File: src/rtl/apb_master_fsm_if.sv
`default_nettype none
// ============================================================================
// Module      : apb_master_fsm_if
// Description : Bundles the request/response port and the APB bus of the
//               APB requester.
//               master modport : the requester (apb_master_fsm)
//               slave modport  : the environment, i.e. the request source
//                                plus the APB slave(s) behind the mux
//               Request : req_valid, req_ready, req_write, req_addr, req_wdata
//               Response: rsp_valid, rsp_rdata, rsp_err
//               APB     : Paddr, Pwdata, Pwrite, Penable, Pselx, Prdata,
//                         Pready, Pslverr
// Revision    : 1.0 - initial release
// ============================================================================
interface apb_master_fsm_if #(
    parameter int ADDR_WIDTH = 32,
    parameter int DATA_WIDTH = 32,
    parameter int NUM_SLAVES = 3
);
    logic                  req_valid;
    logic                  req_ready;
    logic                  req_write;
    logic [ADDR_WIDTH-1:0] req_addr;
    logic [DATA_WIDTH-1:0] req_wdata;

    logic                  rsp_valid;
    logic [DATA_WIDTH-1:0] rsp_rdata;
    logic                  rsp_err;

    logic [ADDR_WIDTH-1:0] Paddr;
    logic [DATA_WIDTH-1:0] Pwdata;
    logic                  Pwrite;
    logic                  Penable;
    logic [NUM_SLAVES-1:0] Pselx;
    logic [DATA_WIDTH-1:0] Prdata;
    logic                  Pready;
    logic                  Pslverr;

    modport master (
        input  req_valid, req_write, req_addr, req_wdata,
        input  Prdata, Pready, Pslverr,
        output req_ready, rsp_valid, rsp_rdata, rsp_err,
        output Paddr, Pwdata, Pwrite, Penable, Pselx
    );

    modport slave (
        output req_valid, req_write, req_addr, req_wdata,
        output Prdata, Pready, Pslverr,
        input  req_ready, rsp_valid, rsp_rdata, rsp_err,
        input  Paddr, Pwdata, Pwrite, Penable, Pselx
    );
endinterface
`default_nettype wire

File: src/rtl/apb_master_fsm.sv
`default_nettype none
// ============================================================================
// Module      : apb_master_fsm
// Description : APB requester with a SETUP/ACCESS state machine. Accepts one
//               transfer at a time on a valid/ready request port, decodes the
//               address into a one-hot Pselx, handles Pready wait states,
//               Pslverr, a wait-state timeout and decode errors, and returns
//               read data/status on a single-cycle rsp_valid pulse.
//               Ports:
//                 Hclk   - clock, rising edge
//                 Hreset - synchronous reset, active-high
//                 bus    - request/response + APB signals (master modport)
// Revision    : 1.0 - initial release
// ============================================================================
module apb_master_fsm #(
    parameter int ADDR_WIDTH = 32,
    parameter int DATA_WIDTH = 32,
    parameter int NUM_SLAVES = 3,
    parameter int SEL_LSB    = 12,
    parameter int TIMEOUT    = 16
) (
    input  wire logic            Hclk,
    input  wire logic            Hreset,
    apb_master_fsm_if.master     bus
);

    localparam int c_sel_bits = (NUM_SLAVES > 1) ? $clog2(NUM_SLAVES) : 1;
    localparam int c_cnt_w    = (TIMEOUT > 0) ? $clog2(TIMEOUT + 1) : 1;
    // Abort fires on the Pready-low cycle that would bring the count to TIMEOUT.
    localparam logic [c_cnt_w-1:0] c_cnt_last = c_cnt_w'(TIMEOUT - 1);

    typedef enum logic [1:0] {
        ST_IDLE   = 2'd0,
        ST_SETUP  = 2'd1,
        ST_ACCESS = 2'd2,
        ST_DERR   = 2'd3
    } state_t;

    state_t                r_state;
    logic [c_cnt_w-1:0]    r_wait_cnt;
    logic                  r_req_ready;
    logic                  r_rsp_valid;
    logic [DATA_WIDTH-1:0] r_rsp_rdata;
    logic                  r_rsp_err;
    logic [ADDR_WIDTH-1:0] r_paddr;
    logic [DATA_WIDTH-1:0] r_pwdata;
    logic                  r_pwrite;
    logic                  r_penable;
    logic [NUM_SLAVES-1:0] r_pselx;

    logic [c_sel_bits-1:0] w_idx;
    logic                  w_idx_ok;
    logic [NUM_SLAVES-1:0] w_sel;

    // Decode is taken straight from the request so Pselx is valid in SETUP.
    assign w_idx    = bus.req_addr[SEL_LSB +: c_sel_bits];
    assign w_idx_ok = (32'(w_idx) < 32'(NUM_SLAVES));

    generate
        for (genvar gi = 0; gi < NUM_SLAVES; gi++) begin : g_sel
            assign w_sel[gi] = (32'(w_idx) == gi);
        end
    endgenerate

    always_ff @(posedge Hclk) begin
        if (Hreset) begin
            r_state     <= ST_IDLE;
            r_wait_cnt  <= '0;
            r_req_ready <= 1'b0;
            r_rsp_valid <= 1'b0;
            r_rsp_rdata <= '0;
            r_rsp_err   <= 1'b0;
            r_paddr     <= '0;
            r_pwdata    <= '0;
            r_pwrite    <= 1'b0;
            r_penable   <= 1'b0;
            r_pselx     <= '0;
        end else begin
            // Response is a single-cycle pulse unless a branch below re-arms it.
            r_rsp_valid <= 1'b0;
            case (r_state)
                ST_IDLE: begin
                    r_req_ready <= 1'b1;
                    if (bus.req_valid && r_req_ready) begin
                        r_req_ready <= 1'b0;
                        r_paddr     <= bus.req_addr;
                        r_pwdata    <= bus.req_wdata;
                        r_pwrite    <= bus.req_write;
                        if (w_idx_ok) begin
                            r_pselx <= w_sel;
                            r_state <= ST_SETUP;
                        end else begin
                            r_state <= ST_DERR;
                        end
                    end
                end

                ST_SETUP: begin
                    r_penable <= 1'b1;
                    r_state   <= ST_ACCESS;
                end

                ST_ACCESS: begin
                    // Pready is checked first so it wins over a coincident timeout.
                    if (bus.Pready) begin
                        // Error responses never carry data.
                        r_rsp_rdata <= (r_pwrite || bus.Pslverr) ? '0 : bus.Prdata;
                        r_rsp_err   <= bus.Pslverr;
                        r_rsp_valid <= 1'b1;
                        r_req_ready <= 1'b1;
                        r_pselx     <= '0;
                        r_penable   <= 1'b0;
                        r_wait_cnt  <= '0;
                        r_state     <= ST_IDLE;
                    end else if ((TIMEOUT != 0) && (r_wait_cnt == c_cnt_last)) begin
                        r_rsp_rdata <= '0;
                        r_rsp_err   <= 1'b1;
                        r_rsp_valid <= 1'b1;
                        r_req_ready <= 1'b1;
                        r_pselx     <= '0;
                        r_penable   <= 1'b0;
                        r_wait_cnt  <= '0;
                        r_state     <= ST_IDLE;
                    end else if (TIMEOUT != 0) begin
                        r_wait_cnt <= r_wait_cnt + 1'b1;
                    end
                end

                ST_DERR: begin
                    r_rsp_rdata <= '0;
                    r_rsp_err   <= 1'b1;
                    r_rsp_valid <= 1'b1;
                    r_req_ready <= 1'b1;
                    r_state     <= ST_IDLE;
                end

                default: begin
                    r_state <= ST_IDLE;
                end
            endcase
        end
    end

    assign bus.req_ready = r_req_ready;
    assign bus.rsp_valid = r_rsp_valid;
    assign bus.rsp_rdata = r_rsp_rdata;
    assign bus.rsp_err   = r_rsp_err;
    assign bus.Paddr     = r_paddr;
    assign bus.Pwdata    = r_pwdata;
    assign bus.Pwrite    = r_pwrite;
    assign bus.Penable   = r_penable;
    assign bus.Pselx     = r_pselx;

endmodule
`default_nettype wire

File: src/flat_wrapper.sv
// flat-port wrapper written by rule: the top's interface ports become plain ports
module apb_master_fsm_flat 
#(
    parameter int ADDR_WIDTH = 32,
    parameter int DATA_WIDTH = 32,
    parameter int NUM_SLAVES = 3,
    parameter int SEL_LSB    = 12,
    parameter int TIMEOUT    = 16
)
  (Hclk, Hreset, bus_req_valid, bus_req_write, bus_req_addr, bus_req_wdata, bus_Prdata, bus_Pready, bus_Pslverr, bus_req_ready, bus_rsp_valid, bus_rsp_rdata, bus_rsp_err, bus_Paddr, bus_Pwdata, bus_Pwrite, bus_Penable, bus_Pselx);
  apb_master_fsm_if #(.ADDR_WIDTH(ADDR_WIDTH), .DATA_WIDTH(DATA_WIDTH), .NUM_SLAVES(NUM_SLAVES)) bus_i ();
  input  wire logic Hclk;
  input  wire logic Hreset;
  input wire logic [$bits(bus_i.req_valid)-1:0] bus_req_valid;
  input wire logic [$bits(bus_i.req_write)-1:0] bus_req_write;
  input wire logic [$bits(bus_i.req_addr)-1:0] bus_req_addr;
  input wire logic [$bits(bus_i.req_wdata)-1:0] bus_req_wdata;
  input wire logic [$bits(bus_i.Prdata)-1:0] bus_Prdata;
  input wire logic [$bits(bus_i.Pready)-1:0] bus_Pready;
  input wire logic [$bits(bus_i.Pslverr)-1:0] bus_Pslverr;
  output wire logic [$bits(bus_i.req_ready)-1:0] bus_req_ready;
  output wire logic [$bits(bus_i.rsp_valid)-1:0] bus_rsp_valid;
  output wire logic [$bits(bus_i.rsp_rdata)-1:0] bus_rsp_rdata;
  output wire logic [$bits(bus_i.rsp_err)-1:0] bus_rsp_err;
  output wire logic [$bits(bus_i.Paddr)-1:0] bus_Paddr;
  output wire logic [$bits(bus_i.Pwdata)-1:0] bus_Pwdata;
  output wire logic [$bits(bus_i.Pwrite)-1:0] bus_Pwrite;
  output wire logic [$bits(bus_i.Penable)-1:0] bus_Penable;
  output wire logic [$bits(bus_i.Pselx)-1:0] bus_Pselx;
  assign bus_i.req_valid = bus_req_valid;
  assign bus_i.req_write = bus_req_write;
  assign bus_i.req_addr = bus_req_addr;
  assign bus_i.req_wdata = bus_req_wdata;
  assign bus_i.Prdata = bus_Prdata;
  assign bus_i.Pready = bus_Pready;
  assign bus_i.Pslverr = bus_Pslverr;
  assign bus_req_ready = bus_i.req_ready;
  assign bus_rsp_valid = bus_i.rsp_valid;
  assign bus_rsp_rdata = bus_i.rsp_rdata;
  assign bus_rsp_err = bus_i.rsp_err;
  assign bus_Paddr = bus_i.Paddr;
  assign bus_Pwdata = bus_i.Pwdata;
  assign bus_Pwrite = bus_i.Pwrite;
  assign bus_Penable = bus_i.Penable;
  assign bus_Pselx = bus_i.Pselx;
  apb_master_fsm #(.ADDR_WIDTH(ADDR_WIDTH), .DATA_WIDTH(DATA_WIDTH), .NUM_SLAVES(NUM_SLAVES), .SEL_LSB(SEL_LSB), .TIMEOUT(TIMEOUT)) u_core (.Hclk(Hclk), .Hreset(Hreset), .bus(bus_i));
endmodule
File: config.mk
export PLATFORM = sky130hd
export DESIGN_NAME = apb_master_fsm_flat
export DESIGN_NICKNAME = d
export VERILOG_FILES = /design/src/rtl/apb_master_fsm_if.sv /design/src/rtl/apb_master_fsm.sv /design/src/flat_wrapper.sv
export SDC_FILE = /design/constraint.sdc
export NUM_CORES = 1
export LEC_CHECK = 0
export CORE_MARGIN = 2
export CORE_UTILIZATION = 40
export DETAILED_ROUTE_END_ITERATION = 8
export HOLD_SLACK_MARGIN = 0.06
export MAX_ROUTING_LAYER = met4
export PLACE_DENSITY = 0.8
export SETUP_SLACK_MARGIN = 0.05
export SKIP_LAST_GASP = 1
export SLEW_MARGIN = 20
export SYNTH_ARGS = -nofsm -noshare
export SYNTH_HDL_FRONTEND = slang
export SYNTH_SLANG_ARGS = --single-unit
export TNS_END_PERCENT = 30
File: constraint.sdc
create_clock -name Hclk -period 2.3 [get_ports Hclk]
set_input_delay 0.345 -clock Hclk [delete_from_list [all_inputs] [get_ports Hclk]]
set_output_delay 0.345 -clock Hclk [all_outputs]
set_load 0.05 [all_outputs]
# After elaboration in Yosys (flattened, before gate mapping)

Cells that the tools add are included.

Input bits: 102
Register bits: 111
Output and inout port bits: 104
Word-level logic and storage cells: 64

$lt $le $gt $ge: 1
Add/sub/neg operators: 1
Reductions and logical operators: 14
Muxes and demuxes: 28
Equal/unequal tests: 9

Operators with widths:

| kind                | count |
|---|---|
| $mux 32             | 3 |
| $pmux 32 s2         | 1 |
| $mux 3              | 4 |
| $mux 5              | 2 |
| $reduce_and 2->1    | 5 |
| $mux 1              | 8 |
| $mux 2              | 4 |
| $pmux 2 s4          | 1 |
| $eq 2x2->1 const B  | 3 |
| $pmux 1 s2          | 3 |
| $pmux 3 s2          | 1 |
| $reduce_bool 2->1   | 3 |
| $add 5x1->5 const B | 1 |
| $eq 5x4->1 const B  | 1 |
| $eq 2x1->1 const B  | 2 |
| $logic_not 2->1     | 2 |
| $ne 2x1->1 const B  | 2 |
| $reduce_and 4->1    | 1 |
| $ne 3x2->1 const B  | 1 |
| $pmux 1 s3          | 1 |
| $reduce_bool 3->1   | 1 |
| $lt 2x2->1 const B  | 1 |
| $logic_and 1x1->1   | 1 |
| $logic_or 1x1->1    | 1 |

# Depth between registers and ports, before layout

Word-level depth: 4
Depth in mapped cells: 8
Mapped depth without buffers: 6

# Worst setup path before layout

Ideal clock, no wire load.

Path kind: register to register
From: register u_core.r_state[0]
To: register u_core.r_rsp_rdata[14] (netlist: u_core.bus.rsp_rdata[14])
Data required time: 2.184 ns
Period minus slack after synthesis: 1.673 ns
Setup time: 0.116 ns
Cell stages (with the launch flop): 9
Slack: 0.627 ns
Arrival: 1.557 ns
Buffers on the path: 2
Cell sequence: dfxtp_1 > inv_1 > ha_1 > nor2b_2 > a21oi_1 > buf_4 > buf_4 > nor3b_1 > a31o_1

Longest elaborated chain between the ends: 3
Elaborated cells on any way between the ends: 6
Classes of those cells: eq/ne (3); mux (1); reduce/logical (2)

Ends and longest elaborated chain:

| element                                                                 | RTL line              | RTL |
|---|---|---|
| from (decl)                                                             | apb_master_fsm.sv:39  | `state_t r_state;` |
| from (signal assigned)                                                  | apb_master_fsm.sv:67  | `r_state <= ST_IDLE;` |
| from (signal assigned)                                                  | apb_master_fsm.sv:91  | `r_state <= ST_SETUP;` |
| from (signal assigned)                                                  | apb_master_fsm.sv:93  | `r_state <= ST_DERR;` |
| $eq 2x2->1                                                              | apb_master_fsm.sv:81  | `case (r_state)` |
| $ne 3x2->1 (no source line) / $reduce_bool 2->1 (equally long branches) | n/a                   |  |
| $reduce_and 2->1 (no source line)                                       | n/a                   |  |
| to (signal assigned)                                                    | apb_master_fsm.sv:107 | `r_rsp_rdata <= (r_pwrite \|\| bus.Pslverr) ? '0 : bus.Prdata;` |
| to (decl)                                                               | apb_master_fsm.sv:43  | `logic [DATA_WIDTH-1:0] r_rsp_rdata;` |

Parallel ways exist; a longest one is shown, timed or not.
A chain may end at the register's enable or synchronous reset.

# Worst setup path after layout

From: register u_core.r_state[0]
To: register u_core.r_rsp_rdata[3] (netlist: u_core.bus.rsp_rdata[3])

Same word-level chain as after synthesis.

==> metrics.txt <==
number of buffers added by the clock tree synthesis step=9; kind of path behind the tightest hold check=in -> reg; Post-Place Setup Slack=about 290 ps; average detailed-routed wire length per instance=14.3 um; final cell utilization of the core=64.2%; Total Die Area=11300 um^2; setup TNS=0 ps; Resized Gates After CTS=0; post-DR vias/cell=4.93; placed wire-length estimate after detailed placement=8500 um; area occupied by multi-input gates=about 1800 um^2; final critical-path share of the clock period=88.1%; CP Class=reg -> reg; Routability Congestion=around 0.78; number of warnings printed during yosys synthesis=0; number of antenna cells inserted=0; setup fix buffers added after clock tree synthesis=0; initial drt markers=201; hold violation count in the final report=0; Floorplan Core Area=10200 um^2; actual slew at the worst max-slew pin=548 ps; setup ws final=273 ps; worst hold-check slack=295 ps; time the final worst path needs with I/O delays and setup=2030 ps; global router's overall resource usage=20.7%; final count of negative-setup-slack endpoints=0; total overflow reported by the global router=0; buffer depth of the longest clock path=2; prevailing post-synth register cell=sky130_fd_sc_hd__dfxtp_1; Yosys reg bits=111; area overhead of the layout relative to synthesis=56.8%; CTS clock-pin slew for the worst setup and hold paths=110 ps; largest net degree at the start of global routing=66; Net count, final=just under 800; number of fill cells=858; setup clock skew after layout=about 13 ps; remaining antenna violation count=0; achievable clock frequency=493 MHz; wire length of the first global-routing pass=18600 um; number of enable-type register cells in the synthesized netlist=0; crit path launch type=register; clock latency on the worst-skew pair=370 ps; syn_nets=between 500 and 600; clock root buffer master=sky130_fd_sc_hd__clkbuf_8; I/O pin cnt=206; Die Width=106 um; number of vias in the routed layout=3980; flip-flop and latch area=2220 um^2; hold-fix buffer count after cts=0; initial antenna violation count=0; critical path endpoint category=register; Critical Path RT=2620 ps; fraction of registers with async set or reset after synthesis=0%; gate count of the mapped netlist=479; WL final=11600 um; highest net fanout along the worst path=65; layout cells sized above 1=4.77%; H-tree levels=3; I/O Buffers=205; post-synthesis instance area=roughly 4200 um^2; clock tree from TritonCTS=yes; vias in the first global route=roughly 4000; result of the run=finished clean; clock net sink count=around 110; TritonRoute pass-1 iters=4; max-cap viol count=0; final routed DRC violation total=0; count of standard-cell rows=37; setup repair after global routing missed its margin=no; sequential fraction of the synthesis area=53.0%; CP arrival=about 2300 ps; die boundary height=106 um; initial cell density of the core=41.0%; power density over the cells=883 nW/um^2; static leakage=2.29 nW; relative max-transition margin=a little under two thirds; per-instance average area after synthesis=8.75 um^2; Worst IR Drop VDD=0.000516 V; final-report max-slew violation count=0; count of unique library cells instantiated by Yosys=36
==> critical path: stages, from the launching register on <==
cell and delay (ps):
sky130_fd_sc_hd__dfxtp_1 360, sky130_fd_sc_hd__inv_1 120, sky130_fd_sc_hd__ha_1 420, sky130_fd_sc_hd__nor2b_2 360, sky130_fd_sc_hd__a21oi_4 100, sky130_fd_sc_hd__buf_12 210, sky130_fd_sc_hd__nor3b_1 260, sky130_fd_sc_hd__a31o_1 140
==> per-stage QoR <==
| stage | instance area (um^2) | total power [W] | cells |
|---|---|---|---|
| CTS | 6570 | 0.00587 | 807 |
| global route | 6570 | 0.00611 | 807 |
| finish | 6570 | 0.00580 | 807 |
| global placement | 6370 | 0.00460 | 791 |
| floorplan | 4190 | 0.00383 | 479 |
| detailed placement | 6370 | 0.00465 | 791 |
==> worst paths after layout <==
check        cells after the start  slack, ps                                   end                         startpoint
max                              7        270  u_core.bus.rsp_rdata[3]$_SDFFE_PP0P_     u_core.r_state[0]$_SDFFE_PP0P_
min reg2reg                      2        460     u_core.bus.Paddr[13]$_SDFFE_PP0P_  u_core.bus.Paddr[13]$_SDFFE_PP0P_
min                              2        300     u_core.r_wait_cnt[3]$_SDFFE_PP0P_                             Hreset
max reg2reg                      7        270  u_core.bus.rsp_rdata[3]$_SDFFE_PP0P_     u_core.r_state[0]$_SDFFE_PP0P_
==> placed cells by master, fill, tap and decap left out, types with 3 or more instances in the layout <==
master and n:
sky130_fd_sc_hd__dfxtp_1 111, sky130_fd_sc_hd__clkdlybuf4s50_1 204, sky130_fd_sc_hd__nor2_1 9, sky130_fd_sc_hd__buf_4 7
sky130_fd_sc_hd__a21oi_1 72, sky130_fd_sc_hd__nand2_1 134, sky130_fd_sc_hd__nand3_1 4, sky130_fd_sc_hd__inv_1 5
sky130_fd_sc_hd__nor3b_1 33, sky130_fd_sc_hd__buf_12 3, sky130_fd_sc_hd__ha_1 7, sky130_fd_sc_hd__inv_6 3
sky130_fd_sc_hd__a31o_1 32, sky130_fd_sc_hd__nand2b_1 10, sky130_fd_sc_hd__clkbuf_8 9
==> flip-flops by register name (all words and copies together) (netlist names) <==
| name | flops |
|---|---|
| u_core.bus.Penable | 1 |
| u_core.bus.rsp_rdata | 32 |
| u_core.bus.rsp_err | 1 |
| u_core.r_state | 2 |
| u_core.bus.Paddr | 32 |
| u_core.bus.Pwrite | 1 |
| u_core.bus.rsp_valid | 1 |
| u_core.bus.Pwdata | 32 |
| u_core.bus.Pselx | 3 |
| u_core.bus.req_ready | 1 |
| u_core.r_wait_cnt | 5 |
==> per-layer routing <==
| metal | share of wire, % | GRT usage (%) | vias to the layer above |
|---|---|---|---|
| met5 | 0 | - | - |
| met4 | 1.0 | 6.67 | 0 |
| met3 | 6.9 | 4.90 | 13 |
| met2 | 50 | 35.0 | 138 |
| met1 | 42 | 24.4 | 1840 |
| li1 | - | - | 1989 |
==> power breakdown <==
part           internal [W]  total (W)  switching, W  leakage, nW
combinational      0.000824    0.00230       0.00148         1.29
clock              0.000525    0.00120      0.000677       0.0998
sequential          0.00216    0.00230      0.000137        0.901
==> layout make-up <==
class                   count  area share (%)
clock inverters             6            1.14
repair buffers            214            32.8
clock buffers              10            1.94
multi-input cells         325            27.4
flip-flops and latches    111            33.8
well taps                 136            2.59
inverters                   5           0.286
==> Yosys cell counts, drive strengths merged (2+ instances only) <==
cell,count,share of area [%]
nand2,134,12
nand2b,10,1.5
a21oi,73,8.7
a31o,33,6.9
o21ai,3,0.36
nor3b,33,5.9
inv,5,0.45
nor2b,2,0.36
clkbuf,19,1.7
nor2,9,0.81
ha,7,2.1
buf,19,2.4
nand3,5,0.60
a311oi,2,0.57
dfxtp,111,53
==> cells by family after synthesis <==
group,after synthesis,share of synthesized area (%)
compound gates,118,17.9
flops,111,53.0
mux,1,0.239
simple gates,199,22.2
buf+inv,43,4.54
fa+ha+maj,7,2.09
No activity file was read; power rests on OpenSTA's default activity.
